`config.mk`:
```
export PLATFORM = sky130hd
export DESIGN_NAME = quad_decoder
export DESIGN_NICKNAME = d
export VERILOG_FILES = /design/src/rtl/quad_decoder.sv
export SDC_FILE = /design/constraint.sdc
export NUM_CORES = 1
export LEC_CHECK = 0
export CAP_MARGIN = 5
export CORE_MARGIN = 8
export CORE_UTILIZATION = 55
export CTS_BUF_LIST = sky130_fd_sc_hd__clkbuf_8
export DETAILED_ROUTE_END_ITERATION = 8
export PLACE_DENSITY = 0.83
export SETUP_SLACK_MARGIN = 0.05
export SYNTH_ARGS = -nofsm -noshare
export SYNTH_HDL_FRONTEND = slang
export SYNTH_SLANG_ARGS = --single-unit
```
`constraint.sdc`:
```
create_clock -name clk -period 4.4 [get_ports clk]
set_clock_uncertainty 0.05 [all_clocks]
set_input_delay 0.88 -clock clk [delete_from_list [all_inputs] [get_ports clk]]
set_output_delay 0.88 -clock clk [all_outputs]
set_load 0.02 [all_outputs]
```
`src/rtl/quad_decoder.sv`:
```
// quad_decoder: quadrature A/B decoder with glitch filter and loadable position counter.
// Define QUAD_DECODER_X4_EN for x4 decoding; otherwise only 10->00 / 00->10 count (x1).
module quad_decoder #(
    parameter int counter_size = 32,
    parameter int filter_len   = 3
) (
    input  logic                    clk,
    input  logic                    res,
    input  logic                    enable,
    input  logic                    load,
    input  logic [counter_size-1:0] cnt_in,
    input  logic                    quad_a,
    input  logic                    quad_b,
    output logic                    step,
    output logic                    dir,
    output logic [counter_size-1:0] cnt_out,
    output logic                    overflow,
    output logic                    err
);
    localparam logic [3:0] FLT_LEN = 4'(filter_len);
    localparam logic [counter_size-1:0] ONE = counter_size'(1);

    logic [1:0] s1_q, s2_q, cand_q;
    logic [1:0] vld_q;
    logic [1:0] filt_q, filt_d;
    logic [3:0] fcnt_q, fcnt_d, run;
    logic init_q, init_d;
    logic step_q, step_d;
    logic dir_q, dir_d;
    logic ovf_q, ovf_d;
    logic err_q, err_d;
    logic [counter_size-1:0] cnt_q, cnt_d;
    logic accept, fwd, rev, dbl, cnt_up, cnt_dn;

    // vld_q blanks the filter until the synchroniser holds real pin samples
    always_ff @(posedge clk) begin
        if (res) begin
            s1_q   <= 2'b00;
            s2_q   <= 2'b00;
            cand_q <= 2'b00;
            vld_q  <= 2'b00;
            filt_q <= 2'b00;
            fcnt_q <= 4'd0;
            init_q <= 1'b1;
            step_q <= 1'b0;
            dir_q  <= 1'b0;
            ovf_q  <= 1'b0;
            err_q  <= 1'b0;
            cnt_q  <= '0;
        end else begin
            s1_q   <= {quad_a, quad_b};
            s2_q   <= s1_q;
            cand_q <= s2_q;
            vld_q  <= {vld_q[0], 1'b1};
            filt_q <= filt_d;
            fcnt_q <= fcnt_d;
            init_q <= init_d;
            step_q <= step_d;
            dir_q  <= dir_d;
            ovf_q  <= ovf_d;
            err_q  <= err_d;
            cnt_q  <= cnt_d;
        end
    end

    always_comb begin
        run    = (s2_q == cand_q) ? fcnt_q + 4'd1 : 4'd1;
        accept = 1'b0;
        fcnt_d = fcnt_q;
        if (!vld_q[1]) begin
            fcnt_d = 4'd0;
        end else if (!init_q && (s2_q == filt_q)) begin
            fcnt_d = 4'd0;
        end else if (run >= FLT_LEN) begin
            accept = 1'b1;
            fcnt_d = 4'd0;
        end else begin
            fcnt_d = run;
        end
    end

    // Position index along the forward sequence 00,01,11,10
    always_comb begin
        fwd = 1'b0;
        rev = 1'b0;
        dbl = 1'b0;
        unique case ({filt_q, s2_q})
            4'b00_01, 4'b01_11, 4'b11_10, 4'b10_00: fwd = 1'b1;
            4'b01_00, 4'b11_01, 4'b10_11, 4'b00_10: rev = 1'b1;
            4'b00_11, 4'b11_00, 4'b01_10, 4'b10_01: dbl = 1'b1;
            default: ;
        endcase
`ifdef QUAD_DECODER_X4_EN
        cnt_up = fwd;
        cnt_dn = rev;
`else
        cnt_up = fwd && (filt_q == 2'b10);
        cnt_dn = rev && (filt_q == 2'b00);
`endif
    end

    always_comb begin
        filt_d = filt_q;
        init_d = init_q;
        step_d = 1'b0;
        dir_d  = dir_q;
        ovf_d  = 1'b0;
        err_d  = 1'b0;
        cnt_d  = cnt_q;
        if (accept) begin
            filt_d = s2_q;
            init_d = 1'b0;
            if (!init_q) begin
                err_d = dbl;
                if (enable && (cnt_up || cnt_dn)) begin
                    step_d = 1'b1;
                    dir_d  = cnt_dn;
                    if (cnt_up) begin
                        cnt_d = cnt_q + ONE;
                        ovf_d = &cnt_q;
                    end else begin
                        cnt_d = cnt_q - ONE;
                        ovf_d = ~|cnt_q;
                    end
                end
            end
        end
        if (load) begin
            cnt_d = cnt_in;
            ovf_d = 1'b0;
        end
    end

    assign step     = step_q;
    assign dir      = dir_q;
    assign cnt_out  = cnt_q;
    assign overflow = ovf_q;
    assign err      = err_q;
endmodule

```
==> reports/metrics.yaml <==
pwr:
  power.density_nw_per_um2: 259
  power.leakage_nw: 1.99
  clock_power_share_pct: 21.5
  seq_power_share_pct: 40.6
  swShare_pct: 36.8
  power_frac_comb_pct: 37.9
  internal-power_mw: 0.806
  peakVddDrop_uv: 152
  p_switching_mw: 0.470
  power_mw: 1.28
layout:
  diodes: 0
  final_util_pct: 68.4
  area_growth_pct: 21.1
  drive_gt1_share_pct: 4.33
  finalNetCount: 669
  final_cell_area_um2: 4940
  fillCellCount: 639
sta:
  rsz0062_at_grt: "false"
  max_freq_mhz: 261
  period_needed_ns: 3.84
  setup_viol: 0
  slew_headroom_pct: 27.0
  period_share_pct: 87.2
  fin_setup_tns_ns: 0
  layout_setup_ws_ns: 0.562
  worst_slew_pin_slew_ns: 1.09
  finalHoldViolCount: 0
  drv_slew: 0
setup_path:
  crit_path_end_kind: "flop"
  critical_path_peak_fanout: 30
  criticalPathCategory: "reg2reg"
  required_ns: 4.54
  cpPeakStageDelay_ns: 0.78
  cpMaxStageDelayCell: "inv_1"
  crit_chain: "nor4b_2 > buf_4 > inv_1 > ha_1 > a21o_1 > a31oi_1 > o221ai_1 > a31oi_1 > o221a_2 > nor4_1 > or3_1"
  arrival_ns: 3.98
  cpMostUsedCell: "a31oi_1"
  start_kind: "flop"
floorplan:
  core_area_um2: 7210
  rows: 31
  die_h_um: 102
  die_x_um: 102
  io_pins: 74
  start_util_pct: 56.5
  fp.dieArea_um2: 10400
placement:
  gp_congestion: 0.920
  dpl.hpwl_um: 9610
  io_buffers: 73
  dpl_cell_area_um2: 4850
  place_ws_ns: 0.617
clocking:
  h-tree-depth: 2
  clock_latency_ns: 0.31
  cts_resized: 0
  cts_num_sinks: 51
  cts_root_buf: "clkbuf_8"
  numCtsBuffers: 5
  cts_setup_buffers: 0
  clk_pin_slew_ns: 0.10
  tritoncts: "done"
  cts_buffer_depth: 2
  ctsHoldBuffers: 0
yosys:
  synth_area_leaders: "dfxtp_1 (25%), ha_1 (9.5%), a21oi_1 (7.4%)"
  ys_async_sr_fraction_pct: 0
  ys_warn_count: 0
  ys_seq_area_share_pct: 25.0
  synth_cells: 544
  netlist.area_leader.share_pct: 25.0
  synth_area_leader_cell: "dfxtp_1"
  ys_ff_latch: 51
  synth_ff_type: "dfxtp_1"
  synth_edf_count: 0
  yosysMostFrequentCell: "a21oi_1"
  synth_cell_types: 64
  syn_avg_cell_area_um2: 7.49
  syn_area_um2: 4080
  ys_top_cells_by_count: "a21oi_1 (60), nand2_1 (58), dfxtp_1 (51)"
grt:
  grt_max_degree: 42
  antenna_found_initial: 0
  grt.total_usage_pct: 24.8
  grt_pass1_wl_um: 20900
  grt_pass1_vias: 4196
  grt-ovfl-total: 0
drt:
  dr_total_vias: 4468
  detail_route.vias_per_cell: 6.39
  ant_nets: 0
  wl_met2_um: 6150
  top_layer: "met4"
  drc: 0
  drt-met1-wl_um: 5540
  wl_met3_um: 997
  drt-initial-drc-count: 237
  finalWirelength_um: 12900
  routedWlPerCell_um: 18.5
  drt_pre_antenna_iters: 5
run:
  maxCapViolCount: 0
worst_hold_path:
  hold_class: "reg2reg"
status:
  status: "finished, final reports clean"
layout by cell type (no fill, tap or decap), types with 12 or more instances in the layout:
cell type	netlist	layout
clkdlybuf4s50_1	0	73
a21oi_1	60	60
nand2_1	58	58
dfxtp_1	51	51
o21ai_0	33	33
nor2_1	33	33
ha_1	31	31
nand3_1	29	29
nand4_1	20	20
xor2_1	13	13
and3_1	12	12
nor4_1	12	12
layout make-up:
class | count | area [um^2] | area share (%)
multi-input cells | 452 | 2890 | 58.5
flip-flops and latches | 51 | 1020 | 20.7
repair buffers | 80 | 783 | 15.9
well taps | 99 | 124 | 2.51
clock buffers | 5 | 68.8 | 1.39
inverters | 9 | 33.8 | 0.684
clock inverters | 3 | 16.3 | 0.329
power by group through the flow:
stage	logic, mW	clock network (mW)	registers (mW)
4_1_cts	0.476	0.288	0.517
2_1_floorplan	0.307	0	0.540
3_5_place_dp	0.472	0	0.528
5_1_grt	0.527	0.305	0.522
6_report	0.484	0.275	0.518
3_3_place_gp	0.467	0	0.527
state kept, by name (all words and copies together), names as in the netlist:
register  flops
cnt_out      32
fcnt_q        4
cand_q        2
filt_q        2
s1_q          2
s2_q          2
vld_q         2
dir           1
err           1
init_q        1
overflow      1
step          1
metrics by stage:
step,std cells,hold slack (ns)
finish,699,0.403
detailed placement,691,0.386
floorplan,545,0.364
global route,699,0.422
CTS,699,0.409
global placement,691,0.366
final timing paths:
kind	start	to	slack [ns]	cells after the start
setup reg to reg	s2_q[0]	cnt_out[26]	0.56	11
setup / recovery	s2_q[0]	cnt_out[26]	0.56	11
hold reg to reg	vld_q[0]	vld_q[1]	0.40	1
hold / removal	vld_q[0]	vld_q[1]	0.40	1
critical path: cells and delay by family, from the launching register on:
family	cells	cell delay [ns]
compound gates	5	1.31
fa+ha+maj	1	0.47
buf+inv	2	0.94
flops	1	0.45
simple gates	3	0.49
metal layers:
metal	up-vias	global-route usage (%)
li1	2152	-
met1	2112	31.6
met2	180	41.3
met3	24	4.90
met4	0	7.00
met5	-	0
kinds of logic (layout without fill, tap and decap cells):
family                     after synthesis  count (layout)  share of synthesized area, %
AOI/OAI and AO/OA                      168             168                          25.9
xor gates and xnor gates                21              21                          4.51
adders and majority gates               32              32                          10.0
buffers and inverters                   42              97                          4.14
DFF                                     51              51                          25.0
muxes                                    6               6                          1.53
other                                    1               2                        0.0920
and+or+nand+nor                        223             223                          28.8
Power figures use the tool's default switching activity.
